`config.mk`:
```
export PLATFORM = sky130hd
export DESIGN_NAME = usr_seq
export DESIGN_NICKNAME = d
export VERILOG_FILES = /design/src/rtl/usr_pkg.sv /design/src/rtl/usr_shift_unit.sv /design/src/rtl/usr_seq.sv
export SDC_FILE = /design/constraint.sdc
export NUM_CORES = 1
export LEC_CHECK = 0
export ABC_AREA = 1
export CELL_PAD_IN_SITES_DETAIL_PLACEMENT = 0
export CELL_PAD_IN_SITES_GLOBAL_PLACEMENT = 1
export CORE_UTILIZATION = 29
export DETAILED_ROUTE_END_ITERATION = 7
export PLACE_DENSITY_LB_ADDON = 0.1
export SLEW_MARGIN = 25
export SYNTH_ARGS = -nofsm -noshare
export SYNTH_HDL_FRONTEND = slang
export SYNTH_HIERARCHICAL = 1
export SYNTH_SLANG_ARGS = --single-unit
```
`constraint.sdc`:
```
create_clock -name clk -period 1.95 [get_ports clk]
set_input_delay 0.2925 -clock clk [delete_from_list [all_inputs] [get_ports clk]]
set_output_delay 0.2925 -clock clk [all_outputs]
set_load 0.01 [all_outputs]
```
`src/rtl/usr_pkg.sv`:
```
// -----------------------------------------------------------------------------
// usr_pkg -- shared definitions for the universal shift register (usr_seq).
//
// Contents:
//   OP_*         4-bit opcodes accepted on the command interface
//                (8..15 are unassigned and behave as NOP)
//   usr_state_t  control FSM state (S_IDLE, S_BUSY)
//   eff_rot()    effective rotate distance, i.e. amount modulo register width
// -----------------------------------------------------------------------------
package usr_pkg;

   localparam logic [3:0] OP_NOP  = 4'd0;
   localparam logic [3:0] OP_LOAD = 4'd1;
   localparam logic [3:0] OP_SER  = 4'd2;
   localparam logic [3:0] OP_ROR  = 4'd3;
   localparam logic [3:0] OP_ROL  = 4'd4;
   localparam logic [3:0] OP_SHL  = 4'd5;
   localparam logic [3:0] OP_SHR  = 4'd6;
   localparam logic [3:0] OP_SAR  = 4'd7;

   typedef enum logic {
      S_IDLE = 1'b0,
      S_BUSY = 1'b1
   } usr_state_t;

   // Rotating by a multiple of the width is the identity, so only the
   // remainder matters.
   function automatic int eff_rot(input int amt, input int width);
      return amt % width;
   endfunction

endpackage

```
`src/rtl/usr_shift_unit.sv`:
```
// -----------------------------------------------------------------------------
// usr_shift_unit -- combinational next-value generator for usr_seq.
//
// Configuration macro: USR_BARREL_EN
//   undefined : every op advances the register by exactly one bit position;
//               the caller iterates to reach the full amount
//   defined   : ROR/ROL/SHL/SHR/SAR apply the full `amt` in one step
//               (barrel shifter); SER still advances one bit
//
// Ports:
//   q      in   WIDTH   current register contents
//   op     in   4       opcode (usr_pkg::OP_*)
//   amt    in   AMT_W   shift amount (used only in the barrel build)
//   sin    in   1       serial input bit for SER
//   q_next out  WIDTH   value the register takes if this step is applied
// -----------------------------------------------------------------------------
module usr_shift_unit
   import usr_pkg::*;
#(
   parameter int WIDTH = 8,
   parameter int AMT_W = $clog2(WIDTH) + 1
) (
   input  logic [WIDTH-1:0] q,
   input  logic [3:0]       op,
   input  logic [AMT_W-1:0] amt,
   input  logic             sin,
   output logic [WIDTH-1:0] q_next
);

`ifdef USR_BARREL_EN

   logic [2*WIDTH-1:0] dbl;
   int                 n;
   int                 r;
   int                 s;

   always_comb begin
      // NOTE: every variable driven here gets a default first, so no path
      // leaves one unassigned and no latch is inferred.
      q_next = q;
      n      = int'(amt);
      r      = eff_rot(n, WIDTH);
      // Shifting arithmetically by WIDTH-1 already replicates the sign bit
      // across the whole word, so larger amounts are clamped to it.
      s      = (n >= WIDTH) ? WIDTH - 1 : n;
      dbl    = {q, q};
      case (op)
         OP_SER: q_next = {q[WIDTH-2:0], sin};
         OP_ROR: begin
            dbl    = dbl >> r;
            q_next = dbl[WIDTH-1:0];
         end
         OP_ROL: begin
            dbl    = dbl << r;
            q_next = dbl[2*WIDTH-1:WIDTH];
         end
         OP_SHL: q_next = (n >= WIDTH) ? '0 : (q << n);
         OP_SHR: q_next = (n >= WIDTH) ? '0 : (q >> n);
         OP_SAR: q_next = $unsigned($signed(q) >>> s);
         default: q_next = q;
      endcase
   end

`else

   // The iterative build always moves one bit; the amount lives in the
   // top-level counter instead.
   logic unused_amt;
   assign unused_amt = ^amt;

   always_comb begin
      q_next = q;
      case (op)
         OP_SER: q_next = {q[WIDTH-2:0], sin};
         OP_ROR: q_next = {q[0], q[WIDTH-1:1]};
         OP_ROL: q_next = {q[WIDTH-2:0], q[WIDTH-1]};
         OP_SHL: q_next = {q[WIDTH-2:0], 1'b0};
         OP_SHR: q_next = {1'b0, q[WIDTH-1:1]};
         OP_SAR: q_next = {q[WIDTH-1], q[WIDTH-1:1]};
         default: q_next = q;
      endcase
   end

`endif

endmodule

```
`src/rtl/usr_seq.sv`:
```
// -----------------------------------------------------------------------------
// usr_seq -- parametrised universal shift register with command handshake.
//
// One accepted command (cmd_valid && cmd_ready) performs LOAD, a rotate,
// a logical/arithmetic shift, or an N-bit serial transfer (SER). Completion
// is signalled by a registered one-cycle `done` pulse in the first cycle in
// which `q` shows the final result.
//
// Configuration macro: USR_BARREL_EN
//   defined   : rotates/shifts finish on the accept edge (barrel shifter)
//   undefined : rotates/shifts iterate one bit per cycle in S_BUSY
//   SER always iterates one bit per cycle.
//
// Ports:
//   clk         in   1      rising-edge clock
//   rst         in   1      synchronous active-high reset
//   cmd_valid   in   1      command present
//   cmd_ready   out  1      block can accept a command
//   op          in   4      opcode, sampled on accept
//   amt         in   AMT_W  shift/transfer count, sampled on accept
//   din         in   WIDTH  parallel load data, sampled on accept
//   sin         in   1      serial input, sampled on each SER busy edge
//   q           out  WIDTH  register contents
//   sout        out  1      serial output (q MSB while sout_valid, else 0)
//   sout_valid  out  1      sout carries a valid bit this cycle
//   done        out  1      one-cycle completion pulse
// -----------------------------------------------------------------------------
module usr_seq
   import usr_pkg::*;
#(
   parameter int WIDTH = 8,
   parameter int AMT_W = $clog2(WIDTH) + 1
) (
   input  logic             clk,
   input  logic             rst,
   input  logic             cmd_valid,
   output logic             cmd_ready,
   input  logic [3:0]       op,
   input  logic [AMT_W-1:0] amt,
   input  logic [WIDTH-1:0] din,
   input  logic             sin,
   output logic [WIDTH-1:0] q,
   output logic             sout,
   output logic             sout_valid,
   output logic             done
);

   usr_state_t       state;
   logic [AMT_W-1:0] cnt;
   logic [3:0]       op_r;
   logic [3:0]       op_sel;
   logic [WIDTH-1:0] q_next;
   logic             accept;
   logic             is_shift;

   assign cmd_ready = (state == S_IDLE) && !rst;
   assign accept    = cmd_valid && cmd_ready;
   assign is_shift  = (op == OP_ROR) || (op == OP_ROL) || (op == OP_SHL) ||
                      (op == OP_SHR) || (op == OP_SAR);

   // While busy the stored opcode drives the shifter; in idle the incoming
   // one does, so the barrel build can finish on the accept edge.
   assign op_sel = (state == S_BUSY) ? op_r : op;

   // Outputs derived purely from registered state; S_BUSY never coincides
   // with done, so sout_valid and done are never high together.
   assign sout_valid = (state == S_BUSY) && (op_r == OP_SER);
   assign sout       = sout_valid ? q[WIDTH-1] : 1'b0;

   usr_shift_unit #(
      .WIDTH (WIDTH),
      .AMT_W (AMT_W)
   ) u_shift (
      .q      (q),
      .op     (op_sel),
      .amt    (amt),
      .sin    (sin),
      .q_next (q_next)
   );

   always_ff @(posedge clk) begin
      // NOTE: sequential state uses non-blocking assignments so every
      // register samples pre-edge values regardless of statement order.
      if (rst) begin
         state <= S_IDLE;
         cnt   <= '0;
         op_r  <= OP_NOP;
         q     <= '0;
         done  <= 1'b0;
      end else begin
         done <= 1'b0;
         case (state)
            S_IDLE: begin
               if (accept) begin
                  op_r <= op;
                  if (op == OP_LOAD) begin
                     q    <= din;
                     done <= 1'b1;
                  end else if ((op == OP_SER) && (amt != '0)) begin
                     state <= S_BUSY;
                     cnt   <= amt;
                  end else if (is_shift && (amt != '0)) begin
`ifdef USR_BARREL_EN
                     q    <= q_next;
                     done <= 1'b1;
`else
                     state <= S_BUSY;
                     cnt   <= amt;
`endif
                  end else begin
                     // NOP, unassigned opcodes and zero-amount ops.
                     done <= 1'b1;
                  end
               end
            end
            S_BUSY: begin
               q   <= q_next;
               cnt <= cnt - 1'b1;
               if (cnt == AMT_W'(1)) begin
                  state <= S_IDLE;
                  done  <= 1'b1;
               end
            end
         endcase
      end
   end

endmodule

```
==> results.md, run 1 <==
- The number of standard cells after synthesis is roughly 210.
- The number of hold buffers added after cts is 0.
- The final count of pins violating max slew was 0.
- The source of the worst register-to-register timing path is state$_SDFF_PP0_.
- The proportion of power drawn by the clock network is 0.297.
- The critical path starts at state$_SDFF_PP0_.
- STA classifies the critical path startpoint as a flop.
- The total congestion overflow is 0.
- The first detailed-routing pass took 4 iterations.
- By count the netlist is led by sky130_fd_sc_hd__nand2_1, sky130_fd_sc_hd__nor2_1, sky130_fd_sc_hd__o21ai_0, sky130_fd_sc_hd__dfxtp_1, sky130_fd_sc_hd__inv_1.
- Counting flops with a built-in enable in the synthesized netlist gives 0.
- The number of nets handed over by synthesis was between 200 and 250.
- The run finished with clean final reports.
- The category of the most critical setup path is reg -> out.
- The clock tree from TritonCTS is built.
- Routability-driven placement finished with a final weighted congestion of 0.748.
- The class of the tightest hold or removal check is reg -> reg.
- The switching power is about 300 uW.
- The total negative setup slack is 0 ns.
- 0 antenna diodes ended up in the layout.
- The number of DRC violations after detailed-routing iteration 0 is 85.
- Measured along the y axis, the die boundary spans about 67 um.
- Cell internal power was estimated by the tool at 645 uW.
- The average via count per standard cell is 4.54.
- sky130_fd_sc_hd__nand2_1 is the most common cell in the netlist.
- The most critical setup path has its endpoint at sout.
- The detailed-route via count is 1367.
- The sequential fraction of the synthesis area is 0.298.
- Ranked by total cell area, the synthesized netlist is headed by sky130_fd_sc_hd__dfxtp_1, sky130_fd_sc_hd__nand2_1, sky130_fd_sc_hd__nor2_1.
- The count of H-tree levels built during CTS is 1.
- The data required time at the worst endpoint is 1.66 ns.
- The async set-reset flop share out of synthesis is 0.
- For the pin with the worst max-slew slack, the measured transition is 0.347 ns.
- Data on the critical path arrives at its endpoint at 1.58 ns.
- The die covers 4440 um2.
- The setup slack on the worst flop-to-flop path is 0.31 ns.
- After clock tree synthesis, the clock-pin slew on the worst setup and hold paths is 0.07 ns.
- After detailed routing, the average wire length per cell comes to ~11 um.
- For this design the ratio of total power to cell area is 547 nW/um2.
- The floorplan has 23 rows.
- The growth of design area from synthesis to finish is 42.0%.
- The fraction of the cycle the final worst path needs is 0.960.
- The count of final hold-check violations is 0.
- The cell area after technology mapping is 1210 um2.
- The number of flip-flops and latches in the synthesized netlist is 18.
- The largest total area in the synthesized netlist belongs to sky130_fd_sc_hd__dfxtp_1.
- Across all hold checks on the routed design, the worst slack comes to slightly below 0.5 ns.
- Across every metal layer, demand over resource in global routing totals 0.166.
- The final antenna-violating net count is 0.
- The area of the core region is 4000 um2.
- The count of buffers inserted at the top-level ports is 31.
- The number of warnings reported in the yosys synthesis log is 6.
- Measured along the x axis, the die boundary spans 66.6 um.
- The core occupancy in the finished layout is 0.430.
- Entering global routing, the biggest net connects 18 pins.
- The share of total power dissipated in combinational logic is 0.268.
- Yosys mapped the design onto 19 distinct sky130hd cell types.
- The switching power share of the total is 0.314.
- Setup violations remaining at the end of the flow were counted as 0.
- The wire length of the first global-routing pass is 5540 um.
- The combined area of the multi-input logic cells is approximately 780 um2.
- The worst hold path begins at op_r[2]$_SDFFE_PP0P_.
- The TritonCTS buffer count is 3.
- For this design the static power due to leakage is 0.000780 uW.
- Measured against its own limit, the worst slew margin works out to 0.767.
- The endpoint identified for the worst register-to-register timing path is q[1]$_SDFFE_PP0P_.
- The via count of the first global-routing pass is 1217.
- The worst ir drop on vdd is ~0.37 mV.
- Pin placement for this block handled 32 I/O pins.
- The aggregate routed wire length is 3430 um.
- On the final layout, the worst clock skew is 0.00458 ns.
- The number of nets in the layout is 275.
- The detailed placer's ending HPWL is 2430 um.
- The commonest register cell after synthesis is sky130_fd_sc_hd__dfxtp_1.
- The initial utilization of the core area, before any placement, comes to 0.303.
- The tree built by TritonCTS fans out to 18 sinks.
- The number of violations of the max-capacitance limit is 0.
- Timing would allow up to roughly 530 MHz.
- The filler cells instantiated in the layout total 454.
- CTS placed an instance of sky130_fd_sc_hd__clkbuf_8 at the clock tree root.
- The critical-path maximum fanout is 5.
- The depth of the worst register-to-register path is 12.
- The mean cell area of the mapped netlist is 5.80 um2.
- The initial antenna violation count was 0.
- The sort of element at the end of the critical path is an output pin.
- In the final layout, the share of cells above drive strength 1 is 0.135.
- The register area is ~360 um2.
- The top cell type's share of synthesized area is 0.298.
- The share of total power dissipated in sequential elements is 0.436.
- At the later pin of the worst-skew pair, clock insertion delay measures approximately 0.26 ns.
- The maximum count of clock buffers along a single path is 2.
- The number of remaining DRC errors is 0.
- The final critical-path required period is 1.87 ns.
-- how the worst min path moves through the flow --
stage	to	slack [ns]	depth (start not counted)
2_1_floorplan	cnt[2]$_SDFFE_PP0P_	0.36	1
3_3_place_gp	op_r[2]$_SDFFE_PP0P_	0.46	2
3_5_place_dp	op_r[2]$_SDFFE_PP0P_	0.46	2
4_1_cts	op_r[2]$_SDFFE_PP0P_	0.48	2
5_1_grt	op_r[2]$_SDFFE_PP0P_	0.51	2
6_report	op_r[2]$_SDFFE_PP0P_	0.49	2
-- critical path, stage by stage, from the launching register on --
cell,delay [ns]
sky130_fd_sc_hd__dfxtp_2,0.37
sky130_fd_sc_hd__nand2_1,0.10
sky130_fd_sc_hd__nor4_2,0.17
sky130_fd_sc_hd__and2_1,0.16
sky130_fd_sc_hd__clkdlybuf4s50_1,0.52
-- placed cells by master, fill, tap and decap left out, drive strengths merged --
| master | n |
|---|---|
| nand3 | 17 |
| and2 | 1 |
| clkbuf | 3 |
| nand2 | 74 |
| a21oi | 6 |
| clkdlybuf4s50 | 31 |
| o21ai | 23 |
| dfxtp | 18 |
| ha | 2 |
| nor4 | 1 |
| buf | 12 |
| nor2 | 41 |
| nand4 | 1 |
| inv | 21 |
-- power groups by stage --
stage          registers [uW]  clock network (uW)  logic (uW)
2_1_floorplan             416                   0         135
3_3_place_gp              418                   0         249
3_5_place_dp              418                   0         248
6_report                  410                 279         252
5_1_grt                   413                 302         291
4_1_cts                   410                 292         249
-- logic make-up after synthesis --
kind of cell    share of synthesized area
compound gates                      0.129
flops                               0.298
simple gates                        0.473
fa+ha+maj                          0.0207
buf+inv                            0.0795
-- area by class of cell --
cell class	count	area share
clock buffers	3	0.0240
inverters	21	0.0458
multi-input cells	166	0.451
flip-flops and latches	18	0.210
well taps	50	0.0364
repair buffers	43	0.233
-- state kept, by name (all words and copies together), names as in the netlist --
register,count
q,8
cnt,4
op_r,4
done,1
state,1
-- routing by layer --
metal,track usage,routed length [um],vias to the layer above
met4,0.0319,10,0
li1,-,-,740
met1,0.219,1720,598
met5,0,0,-
met3,0.0360,120,2
met2,0.275,1570,27
-- stage by stage --
step           instance area [um2]  setup WS (ns)  total power [uW]  instances
6_report                      1720         0.0784               941        301
3_3_place_gp                  1650         -0.107               667        297
5_1_grt                       1720        -0.0130              1010        301
4_1_cts                       1700         0.0595               951        300
2_1_floorplan                 1210         0.0796               551        209
3_5_place_dp                  1650        -0.0955               665        297
-- repair_timing --
action | 4_1_cts | 5_1_grt
buffers inserted | 0 | 1
pin swaps | 0 | 1
resized for setup | 2 | 7
endpoints found under the setup margin | 1 | 9
endpoints found under the hold margin | 0 | 0
Power figures use the tool's default switching activity.
==> run 2, diff against run 1 <==
- CTS_BUF_LIST: unset -> sky130_fd_sc_hd__clkbuf_16
==> run 2 against run 1 <==
Against the previous run:
- core utilization is 0.75 points higher
- worst hold slack better by 0.0021 ns
- first-iteration DRC count is 4.7% higher
- sequential share of layout area is 0.36 points lower
- flip-flop and latch count stayed put
- clock-buffer cell count stayed put
- clock skew is 0.0035 ns lower
- sequential power hardly changed
- register-to-register slack better by 0.02 ns
- die area stayed put
- critical endpoint unchanged
- largest cell class unchanged
==> results.md, run 2 (synthesis gave the netlist of run 1 again) <==
- The flow ran to the end, and the final reports show no timing, DRC or antenna violations.
- The growth of design area from synthesis to finish is 44.5%.
- The cell class contributing the biggest share of worst-path delay is buffers and inverters.
- The number of violations of the max-capacitance limit was 0 (unchanged).
- The clock latency on the worst-skew pair is 0.25 ns (about the same).
- The pin count of the biggest net entering global routing came to 18 (unchanged).
- The cell count along the critical path is 4 (unchanged).
- The maximum count of clock buffers along a single path is 2 (unchanged).
- The largest registers in the layout are q x8, cnt x4, op_r x4.
- The total negative setup slack is 0 ns (unchanged).
- The routed length on met2 was 1510 um (-4.1%).
- The worst slew slack as a fraction of its limit came to 0.798 (+0.0306).
- The most frequent standard cell in the layout excluding fill and tap cells is sky130_fd_sc_hd__nand2_1.
- The detailed-router iteration count before antenna repair is 4 (unchanged).
- The number of stages on the worst hold path is 2 (unchanged).
- The average via count per standard cell is 4.51 (-0.69%).
- The die span in x is 66.6 um (unchanged).
- The aggregate routed wire length was 3350 um (-2.3%).
- The detailed placer's ending HPWL came to 2430 um (unchanged).
- The clock tree from TritonCTS is built.
- The area of the core region is 4000 um2 (unchanged).
- The total congestion overflow is 0 (unchanged).
- The clock-pin slew of the registers on the worst-case setup and hold paths was 0.06 ns (about the same).
- The critical path data arrival time is 1.56 ns (-0.02 ns).
- The fraction of the cycle the final worst path needs is 0.951 (-0.00847).
- The timing-limited maximum frequency came to 539 MHz (+0.89%).
- The worst stage delay on the critical path is 0.52 ns (about the same).
- The register name with the most flops is q.
- The setup fix buffers added after clock tree synthesis came to 0 (unchanged).
- The number of nets in the layout is 274 (-0.36%).
- The setup skew after layout came to 0.00111 ns (-0.00347 ns).
- The number of placement rows is 23 (unchanged).
- The slew at the pin closest to its max-slew limit came to 0.303 ns (-0.0437 ns).
- The final critical-path required period is 1.86 ns (-0.0165 ns).
- The data required time at the worst endpoint is 1.66 ns (about the same).
- The placer congestion estimate is 0.748 (unchanged).
- The wire length of the first global-routing pass came to 5540 um (unchanged).
- The flip-flop count of the largest register after layout is 8 (unchanged).
- The number of DRC violations after detailed-routing iteration 0 is 89 (+4.7%).
- The die area is 4440 um2 (unchanged).
- The number of remaining DRC errors is 0 (unchanged).
- The initial core utilization came to 0.303 (unchanged).
- The total I/O pin count is 32 (unchanged).
- The total global-route track usage is 0.166 (unchanged).
- The root buffer cell chosen for the clock tree is sky130_fd_sc_hd__clkbuf_16.
- STA classifies the critical path endpoint as an output pin.
- The count of final hold-check violations is 0 (unchanged).
- The critical-path maximum fanout is 5 (unchanged).
- The count of buffers inserted at the top-level ports is 31 (unchanged).
- The startpoint of the lowest-slack hold path is op_r[1]$_SDFFE_PP0P_.
- The highest signal layer in the routed design is met4.
- The depth of the worst register-to-register path is 13 (+1).
- The TritonCTS buffer count came to 3 (unchanged).
- The initial antenna violation count is 0 (unchanged).
- The tightest min-delay check is of the reg -> reg type.
- The post-place setup slack is -0.0955 ns (unchanged).
- The final count of pins violating max slew is 0 (unchanged).
- The number of antenna cells inserted is 0 (unchanged).
- The core occupancy in the finished layout was 0.438 (+0.00751).
- The critical path goes through nand2_1 -> nor4_2 -> and2_1 -> clkdlybuf4s50_1.
- The final worst slack is 0.0949 ns (+0.0165 ns).
- The worst ir drop on vdd came to 0.464 mV (+25%).
- The total setup violations reported at the end of the flow is 0 (unchanged).
- The master of the slowest instance on the critical path is sky130_fd_sc_hd__clkdlybuf4s50_1.
- The source of the worst register-to-register timing path is state$_SDFF_PP0_.
- Setup repair after global routing left no endpoint under its margin.
- The ratio of cells with drive above 1 in the final layout is 0.136 (+0.000542).
- The category of the most critical setup path is reg -> out.
- Tracing the worst setup path back leads to its startpoint at state$_SDFF_PP0_.
- The library cells used most frequently in the layout, excluding fill and tap cells, are sky130_fd_sc_hd__nand2_1, sky130_fd_sc_hd__nor2_1, sky130_fd_sc_hd__clkdlybuf4s50_1, sky130_fd_sc_hd__o21ai_0.
- The routed length on met1 is 1710 um (-0.87%).
- The number of buffers and inverters on the critical path is 1 (unchanged).
- The filler-free cell count of the finished design came to 300 (-0.33%).
- The final antenna-violating net count is 0 (unchanged).
- The kind of start point of the critical path is a flop.
- The height of the die is 66.6 um (unchanged).
- The number of instances in the placed design came to 297 (unchanged).
- The detailed-route via count came to 1353 (-1.0%).
- The average routed wire per standard cell was 11.2 um (-2.0%).
- The power density over cell area is 621 nW/um2 (+13%).
- The count of H-tree levels built during CTS is 1 (unchanged).
- The reported leakage power is 0.000791 uW (+1.4%).
- The amount of wire on met3 after detailed routing is 120 um (unchanged).
- The via count of the first global-routing pass came to 1215 (-0.16%).
- The number of sinks driven by the clock tree is 18 (unchanged).
run 2: cell types whose count changed in the layout (fill, tap and decap cells not counted):
cell and change:
sky130_fd_sc_hd__buf_4 -1, sky130_fd_sc_hd__clkbuf_16 +3, sky130_fd_sc_hd__clkbuf_8 -3, sky130_fd_sc_hd__o21ai_1 -1
sky130_fd_sc_hd__o21ai_2 +1
run 2: worst register-to-register path, delay by kind of cell, from the launching register on:
kind / cells / cell delay [ns]
and+or+nand+nor: 8 / 0.63
DFF: 1 / 0.37
buffers and inverters: 3 / 0.32
AOI/OAI and AO/OA: 2 / 0.26
run 2: report_power, final:
group / internal, uW / switching, uW
registers: 390 / 20.8
logic: 118 / 134
clock network: 271 / 153
total: 779 / 308
run 2: final cells by class:
type                    instances  area, um2
well taps                      50       62.6
inverters                      21       78.8
multi-input cells             166        779
fillers                       452       2250
flip-flops and latches         18        362
repair buffers                 42        393
clock buffers                   3       75.1
run 2: repair_timing:
action	in CTS	in global routing
endpoints found under the setup margin	1	9
resized for setup	1	9
hold buffers	0	0
pin swaps	0	1
run 2: layer usage:
metal	vias to the layer above	GRT usage
met5	-	0
met4	0	0.0319
met3	2	0.0360
met2	25	0.270
met1	586	0.223
li1	740	-
run 2: path summary, 6_finish.rpt:
path | to | slack [ns]
hold reg to reg | op_r[1]$_SDFFE_PP0P_ | 0.49
setup reg to reg | q[5]$_SDFFE_PP0P_ | 0.33
hold / removal | op_r[1]$_SDFFE_PP0P_ | 0.49
setup / recovery | sout | 0.09
run 2: through the flow:
stage / hold slack, ns / power [uW] / cell area [um2]
final: 0.489 / 1090 / 1750
after global routing: 0.516 / 1150 / 1750
after CTS: 0.476 / 1100 / 1730
after detailed placement: 0.456 / 665 / 1650
after global placement: 0.461 / 667 / 1650
after floorplan: 0.362 / 551 / 1210
==> run 3, diff against run 2 <==
- CORE_UTILIZATION: 29 -> 34
- CTS_CLUSTER_SIZE: unset -> 20
- clock period: 1.95 -> 2.3 ns (I/O delays scaled with it)
==> run 3 against run 2 <==
Against the previous run:
- sequential power down 16%
- via count down 0.74%
- non-clock buffer count down 6
- final area down 4.1%
- power down 17%
- die area down 14%
- final cell count down 3.0%
- critical path type unchanged
- critical endpoint unchanged
- clock skew about the same
- flip-flop and latch count unchanged
- combinational power down 22%
==> results.md, run 3 (synthesis gave the netlist of run 1 again) <==
- The pin count of the biggest net entering global routing is 19 (+1).
- Of the available clock period, the critical path in the final layout requires 0.878.
- The initial core utilization is 0.360 (+0.0573).
- The maximum count of clock buffers along a single path is 2 (unchanged).
- The terminating pin of the worst hold path is op_r[0]$_SDFFE_PP0P_.
- The core occupancy in the finished layout came to 0.499 (+0.0613).
- The startpoint of the lowest-slack hold path is op_r[0]$_SDFFE_PP0P_.
- The via count of the first global-routing pass is 1219 (+0.33%).
- The timing-limited maximum frequency is 495 MHz.
- The total setup violations reported at the end of the flow came to 0 (unchanged).
- The sort of element at the end of the critical path is an output pin.
- The overall power after layout is 904 uW (-17%).
- Setup repair after global routing left no endpoint under its margin.
- The die area came to 3810 um2 (-14%).
- The setup slack on the worst flop-to-flop path is 0.46 ns (+0.13 ns).
- The worst setup path is launched from a flop.
- The number of remaining DRC errors is 0 (unchanged).
- The average routed wire per standard cell was 10.7 um (-4.5%).
- In the layout the commonest cells are sky130_fd_sc_hd__nand2_1, sky130_fd_sc_hd__nor2_1, sky130_fd_sc_hd__clkdlybuf4s50_1, sky130_fd_sc_hd__o21ai_0.
- The count of final hold-check violations came to 0 (unchanged).
- The final antenna-violating net count was 0 (unchanged).
- The number of nets in the layout is 268 (-2.2%).
- In this run the worst hold path is classified as reg -> reg.
- The number of violations of the max-capacitance limit is 0 (unchanged).
- More flip-flops sit in one register than any other, and that register is q.
- The endpoint of the worst register-to-register path is q[5]$_SDFFE_PP0P_.
- The critical path data arrival time is 1.67 ns (+0.11 ns).
- The critical-path maximum fanout is 4 (-1).
- The number of stages on the worst hold path came to 2 (unchanged).
- The detailed-router iteration count before antenna repair is 4 (unchanged).
- The detailed placer's ending HPWL is 2290 um (-5.8%).
- The initial antenna violation count came to 0 (unchanged).
- The clock latency on the worst-skew pair was 0.25 ns (about the same).
- The area of the core region came to 3360 um2 (-16%).
- The final count of pins violating max slew is 0 (unchanged).
- The flip-flop count of the largest register after layout is 8 (unchanged).
- The post-cts repair resize count came to 0 (-1).
- The reported leakage power is 0.000759 uW (-4.1%).
- Leaving out fill and tap cells, the most frequent cell in the layout is sky130_fd_sc_hd__nand2_1.
- The source of the worst register-to-register timing path is state$_SDFF_PP0_.
- The count of H-tree levels built during CTS came to 1 (unchanged).
- The height of the die was 61.7 um (-7.4%).
- The total I/O pin count was 32 (unchanged).
- The flow ran to the end, and the final reports show no timing, DRC or antenna violations.
- The number of sinks driven by the clock tree was 18 (unchanged).
- The count of buffers inserted at the top-level ports is 31 (unchanged).
- The total global-route track usage is 0.185 (+0.0189).
- The aggregate routed wire length is 3100 um (-7.3%).
- The worst slew slack as a fraction of its limit was 0.629 (-0.169).
- The total congestion overflow is 0 (unchanged).
- The setup skew after layout is 0.00104 ns (-0.0000656 ns).
- The clock-pin slew of the registers on the worst-case setup and hold paths is 0.06 ns (about the same).
- The detailed-route via count is 1343 (-0.74%).
- The number of hold buffers added after cts is 0 (unchanged).
- The growth of design area from synthesis to finish is 38.5%.
- The placer congestion estimate came to 0.827 (+11%).
- The final critical-path required period is 2.02 ns.
- The number of antenna cells inserted is 0 (unchanged).
- The worst ir drop on vdd is 0.296 mV (-36%).
- The setup fix buffers added after clock tree synthesis is 0 (unchanged).
- The die span in x is 61.7 um (-7.4%).
- The ratio of cells with drive above 1 in the final layout was 0.0857 (-0.0503).
- The number of placement rows is 21 (-8.7%).
- The clock root buffer master is sky130_fd_sc_hd__clkbuf_16.
- The TritonCTS buffer count is 3 (unchanged).
- The total negative setup slack is 0 ns (unchanged).
- The largest registers in the layout are q x8, cnt x4, op_r x4.
- The data required time at the worst endpoint came to 1.96 ns (+0.30 ns).
- The clock tree from TritonCTS is built.
- The depth of the worst register-to-register path came to 11 (-2).
- The slew at the pin closest to its max-slew limit came to 0.551 ns (+0.248 ns).
- The worst setup path is of the reg -> out kind.
- The number of DRC violations after detailed-routing iteration 0 is 48 (-46%).
- The power density over cell area is 539 nW/um2 (-13%).
- The average via count per standard cell is 4.62 (+2.3%).
- The wire length of the first global-routing pass was 5200 um (-6.1%).
-- run 3: changes by cell type in the layout (fill, tap and decap cells not counted), sizes merged --
cell	before	now
buf	11	5
clkinv	0	1
-- run 3: how the worst max path moves through the flow --
stage               slack [ns]           endpoint        startpoint  cells after the start
floorplan                 0.35  q[1]$_SDFFE_PP0P_  state$_SDFF_PP0_                     12
global placement          0.17  q[5]$_SDFFE_PP0P_             op[1]                     13
detailed placement        0.15  q[5]$_SDFFE_PP0P_             op[1]                     13
CTS                       0.27               sout  state$_SDFF_PP0_                      4
global route              0.15               sout  state$_SDFF_PP0_                      4
finish                    0.28               sout  state$_SDFF_PP0_                      4
-- run 3: cell type report --
class                   count  area [um2]
flip-flops and latches     18         360
fillers                   391        1690
repair buffers             36         348
inverters                  21        78.8
multi-input cells         166         754
clock inverters             1        3.75
clock buffers               3        75.1
well taps                  46        57.6
-- run 3: worst max-delay path, stage by stage, from the launching register on --
cell	delay (ns)
sky130_fd_sc_hd__dfxtp_1	0.38
sky130_fd_sc_hd__nand2_1	0.09
sky130_fd_sc_hd__nor4_1	0.25
sky130_fd_sc_hd__and2_1	0.18
sky130_fd_sc_hd__clkdlybuf4s50_1	0.52
-- run 3: routing by layer --
metal	part of all wire	global-route usage	vias up	routed length (um)
met4	0.011	0.0603	0	35
met2	0.46	0.316	29	1440
met1	0.48	0.230	583	1500
met5	0	0	-	0
li1	-	-	726	-
met3	0.041	0.0399	5	128
-- run 3: report_power, final --
| group | total (uW) | internal [uW] | switching [uW] |
|---|---|---|---|
| Sequential | 346 | 330 | 16.0 |
| Clock | 360 | 232 | 128 |
| Combinational | 197 | 89.8 | 108 |
| Total | 904 | 652 | 252 |
-- run 3: metrics by stage --
stage                     hold WS (ns)  setup slack [ns]  instances  instance area, um2
after CTS                        0.470             0.268        291                1680
final                            0.466             0.282        291                1680
after global routing             0.520             0.149        291                1680
after floorplan                  0.414             0.345        209                1210
after detailed placement         0.462             0.148        287                1600
after global placement           0.452             0.172        287                1600
